$ cat config.mk
export PLATFORM = sky130hd
export DESIGN_NAME = truth_table_scanner
export DESIGN_NICKNAME = d
export VERILOG_FILES = /design/src/rtl/truth_table_scanner_pkg.sv /design/src/rtl/truth_table_scanner_settle_counter.sv /design/src/rtl/truth_table_scanner.sv
export SDC_FILE = /design/constraint.sdc
export NUM_CORES = 1
export LEC_CHECK = 0
export CORE_MARGIN = 8
export CORE_UTILIZATION = 38
export CTS_CLUSTER_SIZE = 12
export DETAILED_ROUTE_END_ITERATION = 8
export GPL_TIMING_DRIVEN = 0
export SLEW_MARGIN = 20
export SYNTH_ARGS = -nofsm -noshare
export SYNTH_HDL_FRONTEND = slang
export SYNTH_HIERARCHICAL = 1
export SYNTH_SLANG_ARGS = --single-unit
$ cat constraint.sdc
create_clock -name clk -period 3 [get_ports clk]
set_clock_uncertainty 0.1 [all_clocks]
set_input_delay 0.3 -clock clk [delete_from_list [all_inputs] [get_ports clk]]
set_output_delay 0.3 -clock clk [all_outputs]
set_load 0.01 [all_outputs]
$ cat src/rtl/truth_table_scanner_pkg.sv
// Shared types and defaults for the truth-table scanner: FSM state encoding
// and the default expected table.
package truth_table_scanner_pkg;

  typedef enum logic [1:0] {
    IDLE   = 2'd0,
    DRIVE  = 2'd1,
    SAMPLE = 2'd2,
    DONE   = 2'd3
  } scan_state_t;

  localparam int unsigned DEF_N_IN     = 3;
  localparam logic [7:0]  DEF_EXPECTED = 8'b0100_1100;

endpackage

$ cat src/rtl/truth_table_scanner_settle_counter.sv
// Settle timer: cleared while not counting, increments while enabled, and
// flags the last settle cycle so the FSM can move to sampling.
module truth_table_scanner_settle_counter
  import truth_table_scanner_pkg::*;
#(
  parameter int unsigned SETTLE = 1,
  parameter int unsigned CW     = $clog2(SETTLE + 1)
) (
  input  logic clk,
  input  logic rst_n,
  input  logic clear,
  input  logic enable,
  output logic terminal
);

  logic [CW-1:0] cnt;

  always_ff @(posedge clk or negedge rst_n) begin
    if (!rst_n) begin
      cnt <= '0;
    end else if (clear) begin
      cnt <= '0;
    end else if (enable) begin
      cnt <= cnt + 1'b1;
    end
  end

  assign terminal = enable && (cnt == CW'(SETTLE - 1));

endmodule

$ cat src/rtl/truth_table_scanner.sv
// On-chip self-checker: walks every input combination of a combinational
// block, captures its output into a table and compares against EXPECTED.
//
// state  | meaning
// IDLE   | waiting for start, stim parked at 0
// DRIVE  | stim held at idx while the DUT settles
// SAMPLE | capture s_in into table_out[idx], advance or finish
// DONE   | one-cycle done pulse, table_out/match valid
module truth_table_scanner
  import truth_table_scanner_pkg::*;
#(
  parameter int unsigned              N_IN     = DEF_N_IN,
  parameter int unsigned              SETTLE   = 1,
  parameter logic [(1<<N_IN)-1:0]     EXPECTED = DEF_EXPECTED
) (
  input  logic                   clk,
  input  logic                   rst_n,
  input  logic                   start,
  input  logic                   s_in,
  output logic [N_IN-1:0]        stim,
  output logic                   busy,
  output logic                   done,
  output logic [(1<<N_IN)-1:0]   table_out,
  output logic                   match
);

  localparam int unsigned DEPTH = 1 << N_IN;

  scan_state_t          state, state_nxt;
  logic [N_IN:0]        idx;
  logic [N_IN:0]        idx_inc;
  logic                 last;
  logic                 settled;
  logic [DEPTH-1:0]     table_nxt;

  truth_table_scanner_settle_counter #(.SETTLE(SETTLE)) u_settle (
    .clk      (clk),
    .rst_n    (rst_n),
    .clear    (state != DRIVE),
    .enable   (state == DRIVE),
    .terminal (settled)
  );

  // idx carries one spare bit so the last-index compare never wraps
  assign last    = (idx == (N_IN+1)'(DEPTH - 1));
  assign idx_inc = idx + 1'b1;

  always_comb begin
    table_nxt = table_out;
    table_nxt[idx[N_IN-1:0]] = s_in;
  end

  always_ff @(posedge clk or negedge rst_n) begin
    if (!rst_n) begin
      state <= IDLE;
    end else begin
      state <= state_nxt;
    end
  end

  always_comb begin
    state_nxt = state;
    unique case (state)
      IDLE:    if (start) state_nxt = DRIVE;
      DRIVE:   if (settled) state_nxt = SAMPLE;
      SAMPLE:  state_nxt = last ? DONE : DRIVE;
      DONE:    state_nxt = IDLE;
      default: state_nxt = IDLE;
    endcase
  end

  always_ff @(posedge clk or negedge rst_n) begin
    if (!rst_n) begin
      stim      <= '0;
      idx       <= '0;
      busy      <= 1'b0;
      done      <= 1'b0;
      table_out <= '0;
      match     <= 1'b0;
    end else begin
      done <= 1'b0;
      case (state)
        IDLE: begin
          if (start) begin
            stim      <= '0;
            idx       <= '0;
            busy      <= 1'b1;
            table_out <= '0;
          end
        end
        SAMPLE: begin
          table_out <= table_nxt;
          if (last) begin
            busy  <= 1'b0;
            done  <= 1'b1;
            match <= (table_nxt == EXPECTED);
          end else begin
            idx  <= idx_inc;
            stim <= idx_inc[N_IN-1:0];
          end
        end
        DONE: stim <= '0;
        default: ;
      endcase
    end
  end

endmodule

==> summary.md <==
| Metric | Value |
|---|---|
| DR DRC count | `0` |
| Total grt overflow | `0` |
| Cells along the critical path | `clkdlybuf4s50_1` |
| Net Count, Synth | `~140` |
| Ys Warns | `6` |
| Sink Count | `21` |
| Antenna-violating nets left | `0` |
| Period utilization | `0.577` |
| Worst VDD drop | `between 400 and 500 uV` |
| Endpoints failing setup | `0` |
| Async SR Flop Fraction | `1.00` |
| Vias per cell | `around 5.3` |
| Sequential area share after synthesis | `0.433` |
| Gpl congestion | `around 0.81` |
| DR vias | `between 1000 and 1500` |
| Fraction of layout cells with a size suffix above 1 | `0.145` |
| Worst EP required | `2.60 ns` |
| PortBufs | `17` |
| Worst-path fanout max | `5` |
| Post-Syn Instances | `130` |
| First-pass GRT wire length | `between 4000 and 5000 um` |
| Clk buf depth | `2` |
| Placed cells | `191` |
| Netlist cell types | `43` |
| Highest routed layer | `met4` |
| CP max stage cell | `clkdlybuf4s50_1` |
| Max Slew Vio Count | `0` |
| EDFF count, synth | `0` |
| Latest clock arrival within the worst-skew pair | `slightly above 0.3 ns` |
| Unrepaired setup endpoints after global routing | `no` |
| Clk pwr share | `0.158` |
| Fin crit period | `1.73 ns` |
| Fin Setup TNS | `0 ns` |
| TritonCTS clock tree | `built` |
| Root Driver | `clkbuf_4` |
| Hpwl dp | `2030 um` |
| Routed wl met3 | `about 190 um` |
| Synthesized flop and latch total | `21` |
| Status | `complete, no violations` |
| Flop pwr share | `0.402` |
| Die area | `about 0.0053 mm2` |
| Routed len/inst | `14.2 um` |
| Clk slew on worst S/H paths | `0.12 ns` |
| Worst path top cell family by delay | `buffers and inverters` |
| Fin nets | `158` |
| I/O Pins | `18` |
| N_diodes | `0` |
| Vias in the first global route | `slightly above 1000` |
| Die height | `72.5 um` |
| Met2 wire len | `1410 um` |
| Drt first pass iters | `4` |
| PostCTS Resize Cnt | `0` |
| Max-Cap Viols | `0` |
| CP arrival | `between 1 and 1.5 ns` |
| Initial antenna violation count | `0` |
| Hold Vio Cnt, Final | `0` |
| Initial Util | `0.398` |
| Hold crit path type | `input pin to async pin` |
| Initial drt markers | `between 60 and 70` |
| Largest net degree at the start of global routing | `22` |
| Slew @ Worst Pin | `slightly below 0.5 ns` |
| Sw Share | `0.387` |
| Crit path buf inv count | `1` |
| Comb pwr share | `0.439` |
| Overall routing resource usage | `0.112` |
| Int Power | `~0.56 mW` |
| Most used DFF post-synth | `dfrtp_1` |
| Worst-case headroom to the max-slew limit | `0.680` |
| Final non-filler cell total | `between 150 and 200` |
| P&R area growth vs syn | `21.4%` |
| Filler instances | `approximately 320` |
| # rows | `20` |
| Critical path class | `register to primary output` |
| Routed wire length | `2780 um` |
| WL met1 | `between 1000 and 1500 um` |
| Crit start category | `register` |
| FMAX | `0.578 GHz` |
| Syn Std Cell Area | `0.00121 mm2` |
| Crit end category | `primary output` |
| Core area | `about 0.0031 mm2` |
| P_leak | `roughly 0.64 nW` |
| Cell Pwr Density | `about 620 mW/mm2` |
| Clock buffer count from CTS | `3` |
| Sw Pwr | `between 0.3 and 0.4 mW` |
| Avg Inst Size Synth | `between 9 and 10 um2` |
| Die Span X | `72.5 um` |
| H-tree depth | `1` |
| CP max stage delay | `between 0.5 and 0.6 ns` |
[cells in the mapped netlist (all sizes together), types with 2 or more instances]
library cell | instances | area share
a21oi | 10 | 0.041
a22o | 5 | 0.036
and2b | 4 | 0.030
and3b | 3 | 0.022
buf | 9 | 0.059
dfrtp | 21 | 0.43
inv | 5 | 0.015
nand2 | 12 | 0.039
nand2b | 3 | 0.015
nand3 | 2 | 0.0082
nand3b | 2 | 0.012
nor2 | 8 | 0.025
nor3 | 2 | 0.018
o21ai | 17 | 0.070
o22ai | 2 | 0.010
o31ai | 4 | 0.025
o32ai | 2 | 0.014
[placed cells by master, fill, tap and decap left out, types with 5 or more instances in the layout]
cell,synthesis,final
buf_2,5,6
nand2_1,11,11
dfrtp_1,21,21
o21ai_1,5,5
nor2_1,8,8
clkdlybuf4s50_1,0,16
o21ai_0,12,12
a21oi_1,10,10
inv_1,5,5
a22o_1,5,5
[worst paths after layout]
check / startpoint / endpoint / slack (ns) / depth (start not counted)
setup / recovery: table_out[7] / table_out[7] / 1.27 / 1
min in group clk: stim[1] / stim[1] / 0.41 / 2
hold reg to reg: stim[1] / stim[1] / 0.41 / 2
max in group asynchronous: rst_n / table_out[6] / 2.11 / 2
setup reg to reg: state[0] / match / 1.42 / 5
hold / removal: rst_n / table_out[0] / 0.36 / 2
[metal layers]
metal | global-route usage | up-vias
met5 | 0 | -
met3 | 0.0441 | 2
met1 | 0.129 | 506
li1 | - | 513
met2 | 0.197 | 27
met4 | 0.0133 | 0
[stage by stage]
step	instance area, um2	util	hold slack, ns	setup WS, ns	total power [mW]
after floorplan	1210	-	-0.0956	1.59	0.649
after global placement	1440	0.471	0.380	1.22	0.760
after detailed placement	1440	0.471	0.390	1.20	0.775
after CTS	1470	0.481	0.421	1.26	0.921
after global routing	1470	0.483	0.396	1.22	0.985
final	1470	0.483	0.360	1.27	0.911
[logic make-up (layout without fill, tap and decap cells)]
logic type               Yosys count  count (layout)  share of synthesized area
AO/OA/AOI/OAI                     45              45                      0.229
AND/OR/NAND/NOR                   45              45                      0.227
flip-flops                        21              21                      0.433
buffers and inverters             15              37                     0.0773
XOR/XNOR                           2               2                     0.0144
adder cells (fa/ha/maj)            1               1                     0.0103
multiplexers                       1               1                    0.00928
[flip-flops by register name, indices dropped and copies added (netlist names)]
signal        cells
busy              1
done              1
idx               4
match             1
state             2
stim              3
table_out         8
u_settle/cnt      1
[power groups by stage]
stage               registers, mW  clock network (mW)  logic [mW]
floorplan                   0.374                   0       0.275
global placement            0.371                   0       0.389
detailed placement          0.373                   0       0.402
CTS                         0.367               0.151       0.403
global route                0.374               0.164       0.448
finish                      0.367               0.144       0.400
[repair_timing]
item	4_1_cts	5_1_grt
hold buffers	0	1
endpoints found under the hold margin	0	21
buffers inserted	0	0
[cell type report]
| type | instances | area, um2 | share of cell area |
|---|---|---|---|
| clock inverters | 1 | 7.51 | 0.00509 |
| repair buffers | 18 | 175 | 0.119 |
| multi-input cells | 94 | 594 | 0.403 |
| inverters | 5 | 18.8 | 0.0127 |
| clock buffers | 3 | 22.5 | 0.0153 |
| flip-flops and latches | 21 | 526 | 0.357 |
| plain buffers | 10 | 75.1 | 0.0509 |
| well taps | 44 | 55.1 | 0.0374 |
Power figures use the tool's default switching activity.
